===== config.mk =====
export PLATFORM = sky130hd
export DESIGN_NAME = gpio_mux_ctrl
export DESIGN_NICKNAME = d
export VERILOG_FILES = /design/src/rtl/gpio_pkg.sv /design/src/rtl/lowest_set_idx.sv /design/src/rtl/gpio_mux_ctrl.sv
export SDC_FILE = /design/constraint.sdc
export NUM_CORES = 1
export LEC_CHECK = 0
export CORE_MARGIN = 4
export CORE_UTILIZATION = 40
export DETAILED_ROUTE_END_ITERATION = 6
export PLACE_DENSITY = 0.65
export SLEW_MARGIN = 25
export SYNTH_ARGS = -nofsm -noshare
export SYNTH_HDL_FRONTEND = slang
export SYNTH_SLANG_ARGS = --single-unit

===== constraint.sdc =====
create_clock -name clk -period 4.3 [get_ports clk]
set_input_delay 0.86 -clock clk [delete_from_list [all_inputs] [get_ports clk]]
set_output_delay 0.86 -clock clk [all_outputs]
set_load 0.01 [all_outputs]

===== src/rtl/gpio_pkg.sv =====
// Shared encodings for the GPIO function-select controller.
package gpio_pkg;

    typedef enum logic [0:0] {
        ST_IDLE = 1'b0,
        ST_WAIT = 1'b1
    } state_t;

    localparam logic FN_GPIO = 1'b0;
    localparam logic FN_ALT  = 1'b1;

endpackage


===== src/rtl/lowest_set_idx.sv =====
// Combinational priority encoder: index of the lowest set bit plus a valid flag.
module lowest_set_idx #(
    parameter int unsigned W  = 16,
    parameter int unsigned IW = 4
) (
    input  logic [W-1:0]  vec,
    output logic [IW-1:0] idx,
    output logic          valid
);

    // Scan from the top down so the lowest set bit is the last one written.
    always_comb begin
        idx   = '0;
        valid = 1'b0;
        for (int i = int'(W) - 1; i >= 0; i--) begin
            if (vec[i]) begin
                idx   = IW'(i);
                valid = 1'b1;
            end
        end
    end

endmodule


===== src/rtl/gpio_mux_ctrl.sv =====
// Glitch-free select sequencer for the 2:1 pin muxes: flips one select at a
// time, only when both mux inputs agree, or after a bounded wait.
module gpio_mux_ctrl
    import gpio_pkg::*;
#(
    parameter int unsigned PINS    = 16,
    parameter int unsigned TIMEOUT = 1024,
    parameter int unsigned TW      = 10
) (
    input  logic            clk,
    input  logic            resetn,
    input  logic            cfg_we,
    input  logic [PINS-1:0] cfg_mode,
    input  logic [PINS-1:0] gpio_out,
    input  logic [PINS-1:0] alt_out,
    output logic [PINS-1:0] mux_sel,
    output logic            busy,
    output logic            done,
    output logic            forced,
    output logic [PINS-1:0] target
);

    localparam int unsigned   IW       = (PINS > 1) ? $clog2(PINS) : 1;
    localparam logic [TW-1:0] TMO_LAST = TW'(TIMEOUT - 1);

    state_t          state;
    logic [IW-1:0]   idx;
    logic [TW-1:0]   tmo_cnt;
    logic [PINS-1:0] pending;
    logic [PINS-1:0] target_nxt;
    logic [PINS-1:0] mux_sel_nxt;
    logic [IW-1:0]   scan_idx;
    logic            scan_valid;
    logic            cancel_c;
    logic            lvl_match_c;
    logic            tmo_hit_c;
    logic            commit_c;

    assign pending = target ^ mux_sel;
    assign busy    = |pending;

    lowest_set_idx #(
        .W  (PINS),
        .IW (IW)
    ) u_scan (
        .vec   (pending),
        .idx   (scan_idx),
        .valid (scan_valid)
    );

    // Per-pin decision terms for the pin under service, and next register values.
    always_comb begin
        cancel_c    = (target[idx] == mux_sel[idx]);
        lvl_match_c = (gpio_out[idx] == alt_out[idx]);
        tmo_hit_c   = (tmo_cnt == TMO_LAST);
        commit_c    = (state == ST_WAIT) && !cancel_c && (lvl_match_c || tmo_hit_c);
        target_nxt  = cfg_we ? cfg_mode : target;
        mux_sel_nxt = mux_sel;
        if (commit_c) begin
            mux_sel_nxt[idx] = target[idx];
        end
    end

    always_ff @(posedge clk) begin
        if (!resetn) begin
            state   <= ST_IDLE;
            idx     <= '0;
            tmo_cnt <= '0;
            target  <= {PINS{FN_GPIO}};
            mux_sel <= {PINS{FN_GPIO}};
            done    <= 1'b0;
            forced  <= 1'b0;
        end else begin
            target  <= target_nxt;
            mux_sel <= mux_sel_nxt;
            // Pending emptied on this edge, whether by commit or by a rewrite.
            done    <= busy && ((target_nxt ^ mux_sel_nxt) == '0);
            forced  <= 1'b0;
            case (state)
                ST_IDLE: begin
                    if (scan_valid) begin
                        idx     <= scan_idx;
                        tmo_cnt <= '0;
                        state   <= ST_WAIT;
                    end
                end
                ST_WAIT: begin
                    if (cancel_c || commit_c) begin
                        state <= ST_IDLE;
                    end else begin
                        tmo_cnt <= tmo_cnt + TW'(1);
                    end
                    forced <= commit_c && !lvl_match_c;
                end
                default: state <= ST_IDLE;
            endcase
        end
    end

endmodule


==> metrics.cfg, run 1 <==
[status]
status=finished clean

[min_path]
holdCritStartpoint=tmo_cnt[5]
worstHoldEndpoint=tmo_cnt[5]
min_path_cells=2
min_path_type=register to register

[final_layout]
nFillCells=831
nets=542
syn_to_final_growth_pct=30.81
diodes=0
layout-drive-gt1-share_pct=8.147
final_util_pct=54.07

[timing]
rsz0062_at_grt=false
tns_ns=0
post-route-period-util_pct=88.74
finalCriticalPeriod_ns=3.816
worst_slack_ns=0.4843
worst_slew_pin_slew_ns=0.8254
hold_viol=0
finClkSkew_ns=0.006830
slew_headroom_pct=44.90
setup-violations-final=0
slew_violations=0
fmax_mhz=262.1

[pwr]
power_density_nw_per_um2=269.6
peakVddDrop_v=0.0001451
finalPower_uw=1277
total_leakage_power_uw=0.001775

[clock_tree]
cts-buffers-inserted=5
ctsResizeCount=0
cts_root_buffer=clkbuf_8
post_cts_buffers=0
worstSkewPairLatency_ns=0.31
h-tree-depth=2
clock-sinks=49
cts_buffer_depth=2
cts_tree=built
cts_hold_buf=0
clk_pin_slew_ns=0.10

[synthesis]
netlist_instances=406
synthTopCellsByCount=49 x dfxtp_1, 36 x nor2_1, 34 x mux2i_1, 34 x nand2_1, 32 x nor2b_1
synthFlopType=dfxtp_1
synth_seq_cells=49
syn-cell-area_um2=3622
synth_edf_count=0
synth_top_area_share_pct=27.08
synthTopCellsByArea=dfxtp_1 27%, mux2i_1 9.4%, mux4_1 8.0%
synth.net_count=458
syn_area_per_cell_um2=8.922
ys_warn_count=0
ys_types=60
yosysSeqAreaShare_pct=27.08
synth_top_area_cell=dfxtp_1
yosysMostFrequentCell=dfxtp_1
synthArstFlopShare_pct=0

[placement]
port_buffers=85
place.gp.congestion=0.9693
dp_hpwl_um=8809
dp_slack_ns=0.1354

[flow_run]
cap_violations=0

[routing]
ant_nets=0
drc_errors=0
drt_wl_total_um=11400
via_per_inst=5.843
drt_first_pass_iters=4
vias=3500
wire_per_inst_um=19.04
drtIter0Drc=197

[grt]
grt_pass1_vias=3461
grt-ovfl-total=0
grt_max_degree=44
antenna_found_initial=0
grt_pass1_wl_um=18310
globalRouteTotalUtil_pct=22.20

[setup_path]
r2r_cells=9
crit_required_ns=4.53
startpoint_type=input pin
critPathKind=input pin to register
cp_slowest_cell=mux4_1
crit_start=alt_out[2]
worstPathMaxFanout=4
rrSetupSlack_ns=0.60
critPathMaxStageDelay_ns=0.53
cp-end-kind=register
r2r_start=idx[3]
r2r-end=done
worstPathCellList=clkdlybuf4s50_1 > mux4_1 > xor2_1 > mux4_2 > nand2_1 > or4b_4 > mux2_4 > a2111oi_4 > nand4_1 > nor4_1
worst_ep_arrival_time_ns=4.04

[floorplan]
io_pins=86
die_y_um=103.2
start_util_pct=41.33
std_cell_rows=34
dieArea_um2=10640
coreArea_um2=8763
dieWidth_um=103.2

-- worst max-delay path by stage --
| stage | to | cells past startpoint |
|---|---|---|
| finish | done | 10 |
| global route | done | 10 |
| CTS | done | 10 |
| detailed placement | done | 10 |
| global placement | done | 10 |
| floorplan | done | 9 |
-- per-layer routing --
layer	share of wire (%)	track usage, %
met1	42	28.36
met2	49	38.14
met3	5.7	3.654
met4	2.7	7.072
met5	0	0
-- critical path: cells and delay by family --
family                 cells  cell delay (ns)
AND/OR/NAND/NOR            4             1.00
XOR/XNOR                   1             0.19
buffers and inverters      1             0.40
multiplexers               3             1.37
AO/OA/AOI/OAI              1             0.22
-- final cells by class --
| type | instances | area [µm²] | share of cell area, % |
|---|---|---|---|
| Multi-Input combinational cell | 328 | 2507 | 52.92 |
| Clock buffer | 6 | 82.58 | 1.743 |
| Tap cell | 108 | 135.1 | 2.852 |
| Inverter | 7 | 26.28 | 0.5545 |
| Clock inverter | 2 | 37.54 | 0.7922 |
| Sequential cell | 49 | 980.9 | 20.70 |
| Timing Repair Buffer | 99 | 968.4 | 20.44 |
-- metrics by stage --
step,hold WS (ns),cells,instance area [µm²]
6_report,0.4845,599,4738
4_1_cts,0.4897,599,4738
3_5_place_dp,0.4762,591,4618
5_1_grt,0.5169,599,4738
3_3_place_gp,0.4640,591,4618
2_1_floorplan,0.4540,406,3622
-- state kept, by name, summed over array words and instances (netlist names) --
signal	cells
target	16
state	1
mux_sel	16
done	1
forced	1
idx	4
tmo_cnt	10
-- report_power, final --
group / total (µW) / switching (µW) / leakage (µW) / internal, µW
sequential: 510 / 40.1 / 0.000399 / 470
combinational: 413 / 210 / 0.00132 / 202
clock: 355 / 166 / 0.0000574 / 189
total: 1280 / 416 / 0.00178 / 861
-- cell families (layout without fill, tap and decap cells) --
family	Yosys count	count (layout)	synth area share (%)
XOR/XNOR	36	36	8.705
adder cells (fa/ha/maj)	1	1	0.3454
multiplexers	57	57	23.28
AO/OA/AOI/OAI	70	70	13.78
AND/OR/NAND/NOR	164	164	23.11
flip-flops	49	49	27.08
buffers and inverters	29	114	3.696
-- cell usage in the layout, fill, tap and decap left out, types with 3 or more instances in the layout --
master            n
buf_4            13
o22ai_1           3
mux2_2            3
mux4_1           11
xnor2_1          20
nand3_1          18
a31oi_1           5
nor2_1           36
nor4_1            3
nand2_1          34
inv_1             6
xor2_1           16
and2_1            9
mux2i_1          34
nand4_1           9
o21ai_0          18
dfxtp_1          49
and3_1            3
nor2b_1          32
a21oi_1          11
nor3_1            7
mux4_2            6
clkbuf_8          6
clkdlybuf4s50_1  85
mux2_4            3
nand2b_1          5
No activity file was read; power rests on OpenSTA's default activity.
==> run 2: changes to the inputs <==
Clock period 4.3 ns to 3.7 ns, I/O delays scaled along.
==> run 2 against run 1 <==
Net effect: hold slack better by 0.010 ns; wire length is 7.2% higher; via count is 3.3% higher; critical endpoint unchanged; largest cell class unchanged.
==> metrics.cfg, run 2 (synthesized netlist as in run 1, its figures left out) <==
[setup_path]
crit_required_ns=3.93
worstPathCellList=clkdlybuf4s50_1 > mux4_1 > xor2_1 > mux4_2 > nand2_2 > or4b_4 > mux2_4 > a2111oi_4 > nand4_1 > nor4_1
critPathKind=input pin to register
worst_ep_arrival_time_ns=3.88
critPathMaxStageDelay_ns=0.52
cp-end-kind=register
cp_slowest_cell=mux4_1
worstPathMaxFanout=2
startpoint_type=input pin

[timing]
worst_slack_ns=0.04872
slew_violations=0
fmax_mhz=273.9
tns_ns=0
worst_slew_pin_slew_ns=0.7110
rsz0062_at_grt=false
finClkSkew_ns=0.01148
slew_headroom_pct=52.53
post-route-period-util_pct=98.68
setup-violations-final=0
hold_viol=0
whs_ns=0.4946
finalCriticalPeriod_ns=3.651

[routing]
drt_first_pass_iters=4
wire_per_inst_um=19.55
drt_wl_total_um=12220
ant_nets=0
vias=3615
via_per_inst=5.784
drtIter0Drc=190
drc_errors=0

[clock_tree]
clock-sinks=49
cts_buffer_depth=2
cts_root_buffer=clkbuf_8
clk_pin_slew_ns=0.11
cts-buffers-inserted=5
h-tree-depth=2
cts_hold_buf=0
worstSkewPairLatency_ns=0.32
cts_tree=built

[grt]
antenna_found_initial=0
grt_pass1_wl_um=19160
globalRouteTotalUtil_pct=23.42
grt-ovfl-total=0
grt_max_degree=43
grt_pass1_vias=3615

[floorplan]
die_y_um=103.2
io_pins=86
dieArea_um2=10640
std_cell_rows=34
coreArea_um2=8763
start_util_pct=41.33
dieWidth_um=103.2

[placement]
place.gp.congestion=0.9558
dp_slack_ns=-0.3359
dp_hpwl_um=9659
port_buffers=85

[status]
status=finished clean

[flow_run]
cap_violations=0

[min_path]
min_path_type=register to register

[final_layout]
nets=568
reg_top3=mux_sel: 16 flops, target: 16 flops, tmo_cnt: 10 flops
diodes=0
layout-drive-gt1-share_pct=13.35
final_cell_mix=85 x clkdlybuf4s50_1, 49 x dfxtp_1, 36 x nor2_1, 36 x buf_4, 34 x mux2i_1
layout_commonest_cell=clkdlybuf4s50_1
syn_to_final_growth_pct=36.27

[pwr]
total_leakage_power_uw=0.001896
peakVddDrop_v=0.0001608
finalPower_uw=1472
power_density_nw_per_um2=298.2

[run 2: layout make-up]
cell class | count | area, µm²
Sequential cell | 49 | 980.9
Clock inverter | 3 | 21.27
Multi-Input combinational cell | 328 | 2502
Clock buffer | 5 | 68.82
Tap cell | 108 | 135.1
Inverter | 7 | 26.28
Timing Repair Buffer | 125 | 1201
Fill cell | 833 | 3827
[run 2: through the flow]
step | std cells | util (%) | instance area, µm²
floorplan | 406 | - | 3622
global placement | 617 | 55.35 | 4851
detailed placement | 617 | 55.35 | 4851
CTS | 625 | 56.38 | 4941
global route | 625 | 56.33 | 4936
finish | 625 | 56.33 | 4936
[run 2: power by group]
part | total [µW] | switching (µW) | internal (µW)
clock network | 342 | 208 | 135
registers | 587 | 40.8 | 546
logic | 543 | 269 | 273
[run 2: layer usage]
layer  GRT usage, %  part of all wire [%]
met5              0                     0
met4          7.171                   2.4
met3          3.383                   7.2
met2          39.76                    49
met1          30.73                    41
[run 2: timing repair]
| action | in CTS | in global routing |
|---|---|---|
| endpoints found under the setup margin | 0 | 1 |
| buffers inserted | 0 | 0 |
| hold endpoints to repair | 0 | 0 |
| resized for setup | 0 | 3 |
[run 2: path summary, 6_finish.rpt]
kind / start / depth (start not counted) / slack (ns) / end
hold / removal: tmo_cnt[5] / 2 / 0.49 / tmo_cnt[5]
setup reg to reg: idx[1] / 11 / 0.16 / done
hold reg to reg: tmo_cnt[5] / 2 / 0.49 / tmo_cnt[5]
setup / recovery: alt_out[2] / 10 / 0.05 / done
[run 2: worst max-delay path: cells and delay by family]
kind | cells | cell delay (ns)
compound gates | 1 | 0.20
xor+xnor | 1 | 0.18
buf+inv | 1 | 0.40
simple gates | 4 | 1.01
mux | 3 | 1.35
